### config.mk
export PLATFORM = sky130hd
export DESIGN_NAME = clk_div2_monitor
export DESIGN_NICKNAME = d
export VERILOG_FILES = /design/src/rtl/clk_div2_monitor_pkg.sv /design/src/rtl/clk_div2_monitor_edge_detect.sv /design/src/rtl/clk_div2_monitor.sv
export SDC_FILE = /design/constraint.sdc
export NUM_CORES = 1
export LEC_CHECK = 0
export BUFFER_PORTS_ARGS = -buffer_cell sky130_fd_sc_hd__buf_4
export CORE_MARGIN = 2
export CORE_UTILIZATION = 30
export CTS_CLUSTER_DIAMETER = 100
export DETAILED_ROUTE_END_ITERATION = 10
export PLACE_DENSITY = 0.46
export RECOVER_POWER = 50
export SETUP_SLACK_MARGIN = 0.05
export SYNTH_ARGS = -nofsm -noshare
export SYNTH_HDL_FRONTEND = slang
export SYNTH_SLANG_ARGS = --single-unit
### constraint.sdc
create_clock -name clk -period 2.3 [get_ports clk]
set_input_delay 0.115 -clock clk [delete_from_list [all_inputs] [get_ports clk]]
set_output_delay 0.115 -clock clk [all_outputs]
set_load 0.02 [all_outputs]
### src/rtl/clk_div2_monitor_pkg.sv
// Shared types and default parameters for the divide-by-2 clock monitor.
// Holds the FSM state encoding and the parameter defaults used by the top.
package clk_mon_pkg;

    typedef enum logic [1:0] {
        IDLE    = 2'd0,
        LOCKING = 2'd1,
        LOCKED  = 2'd2,
        FAULT   = 2'd3
    } mon_state_t;

    localparam int LOCK_COUNT_DEF = 4;
    localparam int CNT_W_DEF      = 16;

    // Width of a counter that must hold values 0..max_val inclusive.
    function automatic int count_width(input int max_val);
        return (max_val < 2) ? 1 : $clog2(max_val + 1);
    endfunction

endpackage

### src/rtl/clk_div2_monitor_edge_detect.sv
// Samples the divided clock once per system clock and flags changes.
// toggle and rise compare the live input against the previous sample.
module edge_detect (
    input  logic clk,
    input  logic an_rst,
    input  logic sig,
    output logic toggle,
    output logic rise
);

    logic prev;

    // NOTE: sequential state uses non-blocking assignments so every flop sees pre-edge values.
    always_ff @(posedge clk) begin
        if (!an_rst) begin
            prev <= 1'b0;
        end else begin
            prev <= sig;
        end
    end

    assign toggle = sig ^ prev;
    assign rise   = sig & ~prev;

endmodule

### src/rtl/clk_div2_monitor.sv
// Watches a divide-by-2 clock: declares lock after a run of toggles,
// latches a sticky fault on any missed toggle, and counts rising edges.
module clk_div2_monitor
    import clk_mon_pkg::*;
#(
    parameter int LOCK_COUNT = LOCK_COUNT_DEF,
    parameter int CNT_W      = CNT_W_DEF
) (
    input  logic             clk,
    input  logic             an_rst,
    input  logic             clk_div2,
    input  logic             clear,
    output logic             rise_pulse,
    output logic             locked,
    output logic             fault,
    output logic [CNT_W-1:0] edge_count
);

    localparam int               RUN_W    = count_width(LOCK_COUNT);
    localparam logic [RUN_W-1:0] RUN_LAST = RUN_W'(LOCK_COUNT - 1);

    mon_state_t       state;
    mon_state_t       next_state;
    logic [RUN_W-1:0] run_cnt;
    logic [RUN_W-1:0] run_next;
    logic             toggle;
    logic             rise;
    logic             count_en;

    edge_detect u_edge_detect (
        .clk    (clk),
        .an_rst (an_rst),
        .sig    (clk_div2),
        .toggle (toggle),
        .rise   (rise)
    );

    // NOTE: every always_comb output gets a default first, so no path can infer a latch.
    always_comb begin
        next_state = state;
        run_next   = run_cnt;
        unique case (state)
            IDLE: begin
                next_state = LOCKING;
                run_next   = '0;
            end
            LOCKING: begin
                if (toggle) begin
                    run_next = run_cnt + 1'b1;
                    if (run_cnt == RUN_LAST) begin
                        next_state = LOCKED;
                    end
                end else begin
                    run_next = '0;
                end
            end
            LOCKED: begin
                if (!toggle) begin
                    next_state = FAULT;
                end
            end
            FAULT: begin
                next_state = FAULT;
            end
            default: begin
                next_state = IDLE;
                run_next   = '0;
            end
        endcase
        // Clear overrides whatever the divider did this cycle.
        if (clear) begin
            next_state = IDLE;
            run_next   = '0;
        end
    end

    assign count_en = rise && (state != IDLE) && !clear;

    // Status flags are decoded from next_state so they track state exactly.
    always_ff @(posedge clk) begin
        if (!an_rst) begin
            state      <= IDLE;
            run_cnt    <= '0;
            rise_pulse <= 1'b0;
            locked     <= 1'b0;
            fault      <= 1'b0;
            edge_count <= '0;
        end else begin
            state      <= next_state;
            run_cnt    <= run_next;
            rise_pulse <= count_en;
            locked     <= (next_state == LOCKED);
            fault      <= (next_state == FAULT);
            if (clear) begin
                edge_count <= '0;
            end else if (count_en && (edge_count != {CNT_W{1'b1}})) begin
                edge_count <= edge_count + 1'b1;
            end
        end
    end

endmodule

# --- Yosys cells after proc, flatten, opt, wreduce, memory -nomap -nowiden ---
# Index checks and enable logic that the tools add are counted.
totals:
  mem_count: 0
  latchBits: 0
  ramBits: 0
  reg_bits: 25
  output_inout_bits: 19
  inputBits: 4
  mem_bits_ro: 0
  word_cells: 35
op_classes:
  addsub: 2
  eq_ne: 7
  n_reduce_logical: 8
  multipliers: 0
  n_div: 0
  shift: 0
  magnitude_cmp: 0
  muxes: 7
  n_bitwise: 4
op_table:
  columns: ["cell", "count"]
  rows:
  - ["16-bit by 1-bit adder with 16-bit output (second input constant)", 1]
  - ["16-bit inequality test (second input constant)", 1]
  - ["2-bit equality test (second input constant)", 4]
  - ["2-bit two-way mux", 4]
  - ["2-bit one-hot mux with 4 select lines", 1]
  - ["3-bit one-hot mux with 2 select lines", 1]
  - ["2-bit nonzero test", 2]
  - ["3-bit by 1-bit adder with 3-bit output (second input constant)", 1]
  - ["3-bit by 2-bit equality test with 1-bit output (second input constant)", 1]
  - ["1-bit logical AND", 3]
  - ["3-bit two-way mux", 1]
  - ["2-bit by 1-bit equality test with 1-bit output (second input constant)", 1]
  - ["2-bit logical NOT", 1]
  - ["1-bit NOT", 2]
  - ["2-bit OR reduction", 1]
  - ["1-bit AND", 1]
  - ["1-bit logical NOT", 1]
  - ["1-bit bitwise XOR", 1]

# --- Logic depth before layout (Yosys ltp) ---
depth:
  word_depth: 6
  depth_mapped: 7
  ltp_nobuf: 6

# --- Hierarchy ---
# From an unflattened synthesis, not the netlist that was laid out.
unflattened:
  hier_cells: 129
  area_unflattened_um2: 1188.6
by_module_without_submodules:
  columns: ["mod", "n_inst", "cells_each", "area_each_um2", "seq_area_each_um2"]
  rows:
  - ["clk_div2_monitor", 1, 124, 1142.3, 480.5]
  - ["edge_detect", 1, 5, 46.3, 20.0]

# --- Worst setup path after synthesis ---
# No wires, ideal clock.
synth_path:
  kind: "reg-to-reg"
  startpoint: "register edge_count[3]"
  endpoint: "register edge_count[11]"
  slack_ns: 0.338
  setup_time_ns: 0.071
  arrival_ns: 1.891
  synth_period_minus_slack_ns: 1.962
  stages_incl_launch_ff: 6
  required_time_ns: 2.229
  n_path_buf: 1
  cell_sequence: "dfxtp_1 > nand3_1 > or4b_1 > buf_2 > or4_1 > a21oi_1"
synth_via:
  elab_chain_cells: 2
  word_cells_on_any_way: 3
  cone_classes: "add/sub: 1; eq/ne: 1; reduce/logical: 1"
synth_rtl:
  columns: ["item", "line", "source"]
  rows:
  - ["start, declared", "clk_div2_monitor.sv:16", "output logic [CNT_W-1:0] edge_count"]
  - ["start signal, assigned", "clk_div2_monitor.sv:97", "edge_count <= edge_count + 1'b1;"]
  - ["branches (longest 2 deep; another with 16-bit by 1-bit adder with 16-bit output)", null, null]
# Parallel ways; which one is timed is not known.
# A chain may end at the register's enable or synchronous reset.

# --- Worst setup path after layout ---
layout_path:
  startpoint: "register state[1]"
  endpoint: "register edge_count[11]"
layout_via:
  elab_chain_cells: 4
layout_rtl:
  columns: ["item", "line", "source"]
  rows:
  - ["start, declared", "clk_div2_monitor.sv:22", "mon_state_t state;"]
  - ["start signal, assigned", "clk_div2_monitor.sv:89", "state <= next_state;"]
  - ["2-bit nonzero test", "clk_div2_monitor.sv:77", "assign count_en = rise && (state != IDLE) && !clear;"]
  - ["1-bit logical AND (2 in a row)", "clk_div2_monitor.sv:77", null]
  - ["1-bit logical AND", "clk_div2_monitor.sv:96", "end else if (count_en && (edge_count != {CNT_W{1'b1}})) begin"]
# Every way passes these cells.

==> run summary <==
Status: completed
Seq/Total Area, Yosys: 39.3%
Final Hold Vio Count: 0
WL met2: 1.40 mm
Antenna-violating nets left: 0
Worst-path cell chain: nor2_1 -> or4b_1 -> or4_1 -> a21oi_1
Clock Power Share: 35.4%
Final wirelength: 2.98 mm
Worst-path clk slew: 0.09 ns
Final setup violation count: 0
Sw Share: 22.1%
Total CTS buffers: 3
Cell taking the most area after synthesis: dfxtp_1
YS warnings: 0
Crit Path Category: flop to flop
Syn nets: 160
Gp weighted congestion: 0.753
Crit share post-route: 90.5%
Synth Cell Area: 1270 µm²
Clock root buffer: clkbuf_8
Syn Area/Cell: 8.37 µm²
Pwr per Cell Area: 502 nW/µm²
Worst hold path type: input port to flop
Register bit total from synthesis: 25
Total track usage: 12.5%
Syn Inst Count: 152
M1 wire length: 1.46 mm
First-pass DRT Iterations: 4
I/O pin count: 23
Synth top area share: 39.3%
Worst Setup End Kind: flop
Initial antenna violation count: 0
CP Max Fanout: 12
Core outline area: 4030 µm²
Register-to-Register Path Depth: 4
Arr. time, crit path: 2.28 ns
FILL cells: 446
RSZ-0062 raised after global routing: false
H-tree levels: 1
Pre-CTS setup slack: 0.241 ns
Starting Density: 31.6%
MaxCap Viol Count: 0
Antenna Diode Count: 0
Leak: 0.489 nW
Die W: 69.1 µm
Worst relative slew slack: 49.6%
Combinational power share: 5.0%
Synth area leaders: dfxtp_1, nand2b_1, nand2_1
Fin Setup TNS: 0 ns
Hold buffers post-CTS: 0
DP Wirelength: 2.20 mm
VDD IR max: 0.262 mV
Yosys cell types: 32
Internal: 570 µW
Die H: 69.1 µm
Share of cells above drive strength 1: 5.81%
Hold path start: an_rst
Post-CTS sizing: 0
Top sig layer: met4
Initial DRC Count: 73
Psw: 162 µW
Via count of the routed design: 1157
RR Endpoint: edge_count[11]$_SDFFE_PP0P_
Post-DP Area: 1480 µm²
Clk sinks: 25
Vias in the first global route: 1097
Row count: 23
Grt ovf: 0
Routed len/inst: 13.4 µm
Reg2Reg Launch Point: state[1]$_SDFF_PN0_
F_max: 0.481 GHz
R2R setup slack: 0.22 ns
Area grow syn2layout: 14.7%
Nets: 181
Pwr Total: 732 µW
Hold path endpoint: u_edge_detect.prev$_SDFF_PN0_
Layout Skew: 0.00621 ns
Hold Path Stages: 2
Max Slew Vio Count: 0
Worst setup SP type: flop
Clk_lat worst skew: 0.27 ns
Worst Hold Slack: 0.0739 ns
Crit path largest cell delay: 0.69 ns
Met3 wire length: 103 µm
Slowest CP cell: or4b_1
Worst endpoint required time: 2.50 ns
I/O Buffers: 22
Largest net degree at the start of global routing: 15
Post-CTS setup repair buffer count: 0
Clock Tree Buf Depth: 2
Global-route wire length before repair: 4.96 mm
Vias/cell: 5.21
Die area: 4780 µm²
Minimum clock period: 2.08 ns
DRC: 0
Flop pwr share: 59.7%
Final Cell Area: 1460 µm²
CTS tree: yes
Setup WS post-layout: 0.219 ns
Least-Margin Pin Slew: 0.754 ns
metal layers:
layer	up-vias	GRT usage [%]
li1	592	-
met5	-	0
met2	16	20.9
met4	0	2.83
met3	2	3.36
met1	547	16.0
synthesized netlist by cell type (all sizes together):
library cell  number
dfxtp             25
nand2             18
nand2b            12
a21oi             10
nor2               8
and3               7
nand3              7
mux2i              6
clkbuf             5
inv                5
o311ai             5
a211oi             4
ha                 4
o41ai              4
and2               3
and4               3
buf                3
nor2b              3
o21ai              3
nand3b             2
nand4              2
nor3               2
nor4               2
o31ai              2
or4                2
a2111o             1
o31a               1
or2                1
or3                1
or4b               1
kinds of logic after synthesis:
logic type / count (synthesis) / share of synthesized area (%)
simple gates: 74 / 31.7
flops: 25 / 39.3
buf+inv: 13 / 3.93
fa+ha+maj: 4 / 3.93
mux: 6 / 4.72
compound gates: 30 / 16.4
sequential cells by signal, indices dropped and copies added, names as in the netlist:
signal	count
rise_pulse	1
edge_count	16
run_cnt	3
locked	1
state	2
u_edge_detect.prev	1
fault	1
layout by cell type (no fill, tap or decap), drive strengths merged, types with 5 or more instances in the layout:
| master | Yosys | routed |
|---|---|---|
| o311ai | 5 | 5 |
| nand2b | 12 | 12 |
| nand3 | 7 | 7 |
| dfxtp | 25 | 25 |
| a21oi | 10 | 10 |
| clkbuf | 5 | 23 |
| inv | 5 | 5 |
| mux2i | 6 | 6 |
| and3 | 7 | 7 |
| nand2 | 18 | 18 |
| nor2 | 8 | 8 |
final cells by class:
class | count | area, µm² | area share [%]
inverters | 5 | 18.8 | 1.29
multi-input cells | 114 | 722 | 49.5
well taps | 50 | 62.6 | 4.29
repair buffers | 24 | 109 | 7.46
clock inverters | 1 | 5.00 | 0.343
clock buffers | 3 | 41.3 | 2.83
flip-flops and latches | 25 | 500 | 34.3
critical path, delay by kind of cell, from the launching register on:
kind	cells	cell delay, ns
AO/OA/AOI/OAI	1	0.14
flip-flops	1	0.51
AND/OR/NAND/NOR	3	1.36
power by group through the flow:
| stage | combinational (mW) | sequential, mW | clock (mW) |
|---|---|---|---|
| floorplan | 0.0239 | 0.448 | 0 |
| global placement | 0.0362 | 0.447 | 0 |
| detailed placement | 0.0367 | 0.447 | 0 |
| CTS | 0.0369 | 0.437 | 0.274 |
| global route | 0.0410 | 0.438 | 0.291 |
| finish | 0.0364 | 0.437 | 0.259 |
how the worst max path moves through the flow:
stage                               start                     endpoint  depth (start not counted)
6_report              state[1]$_SDFF_PN0_  edge_count[11]$_SDFFE_PP0P_                          4
5_1_grt               state[1]$_SDFF_PN0_  edge_count[11]$_SDFFE_PP0P_                          4
4_1_cts               state[1]$_SDFF_PN0_  edge_count[11]$_SDFFE_PP0P_                          4
3_5_place_dp          state[1]$_SDFF_PN0_  edge_count[11]$_SDFFE_PP0P_                          4
3_3_place_gp          state[1]$_SDFF_PN0_  edge_count[11]$_SDFFE_PP0P_                          4
2_1_floorplan  edge_count[3]$_SDFFE_PP0P_  edge_count[11]$_SDFFE_PP0P_                          5
stage by stage:
stage / std cells / utilization [%]
2_1_floorplan: 152 / -
3_3_place_gp: 218 / 36.8
3_5_place_dp: 218 / 36.8
4_1_cts: 222 / 38.0
5_1_grt: 222 / 36.2
6_report: 222 / 36.2
(Power assumes the default switching activity.)
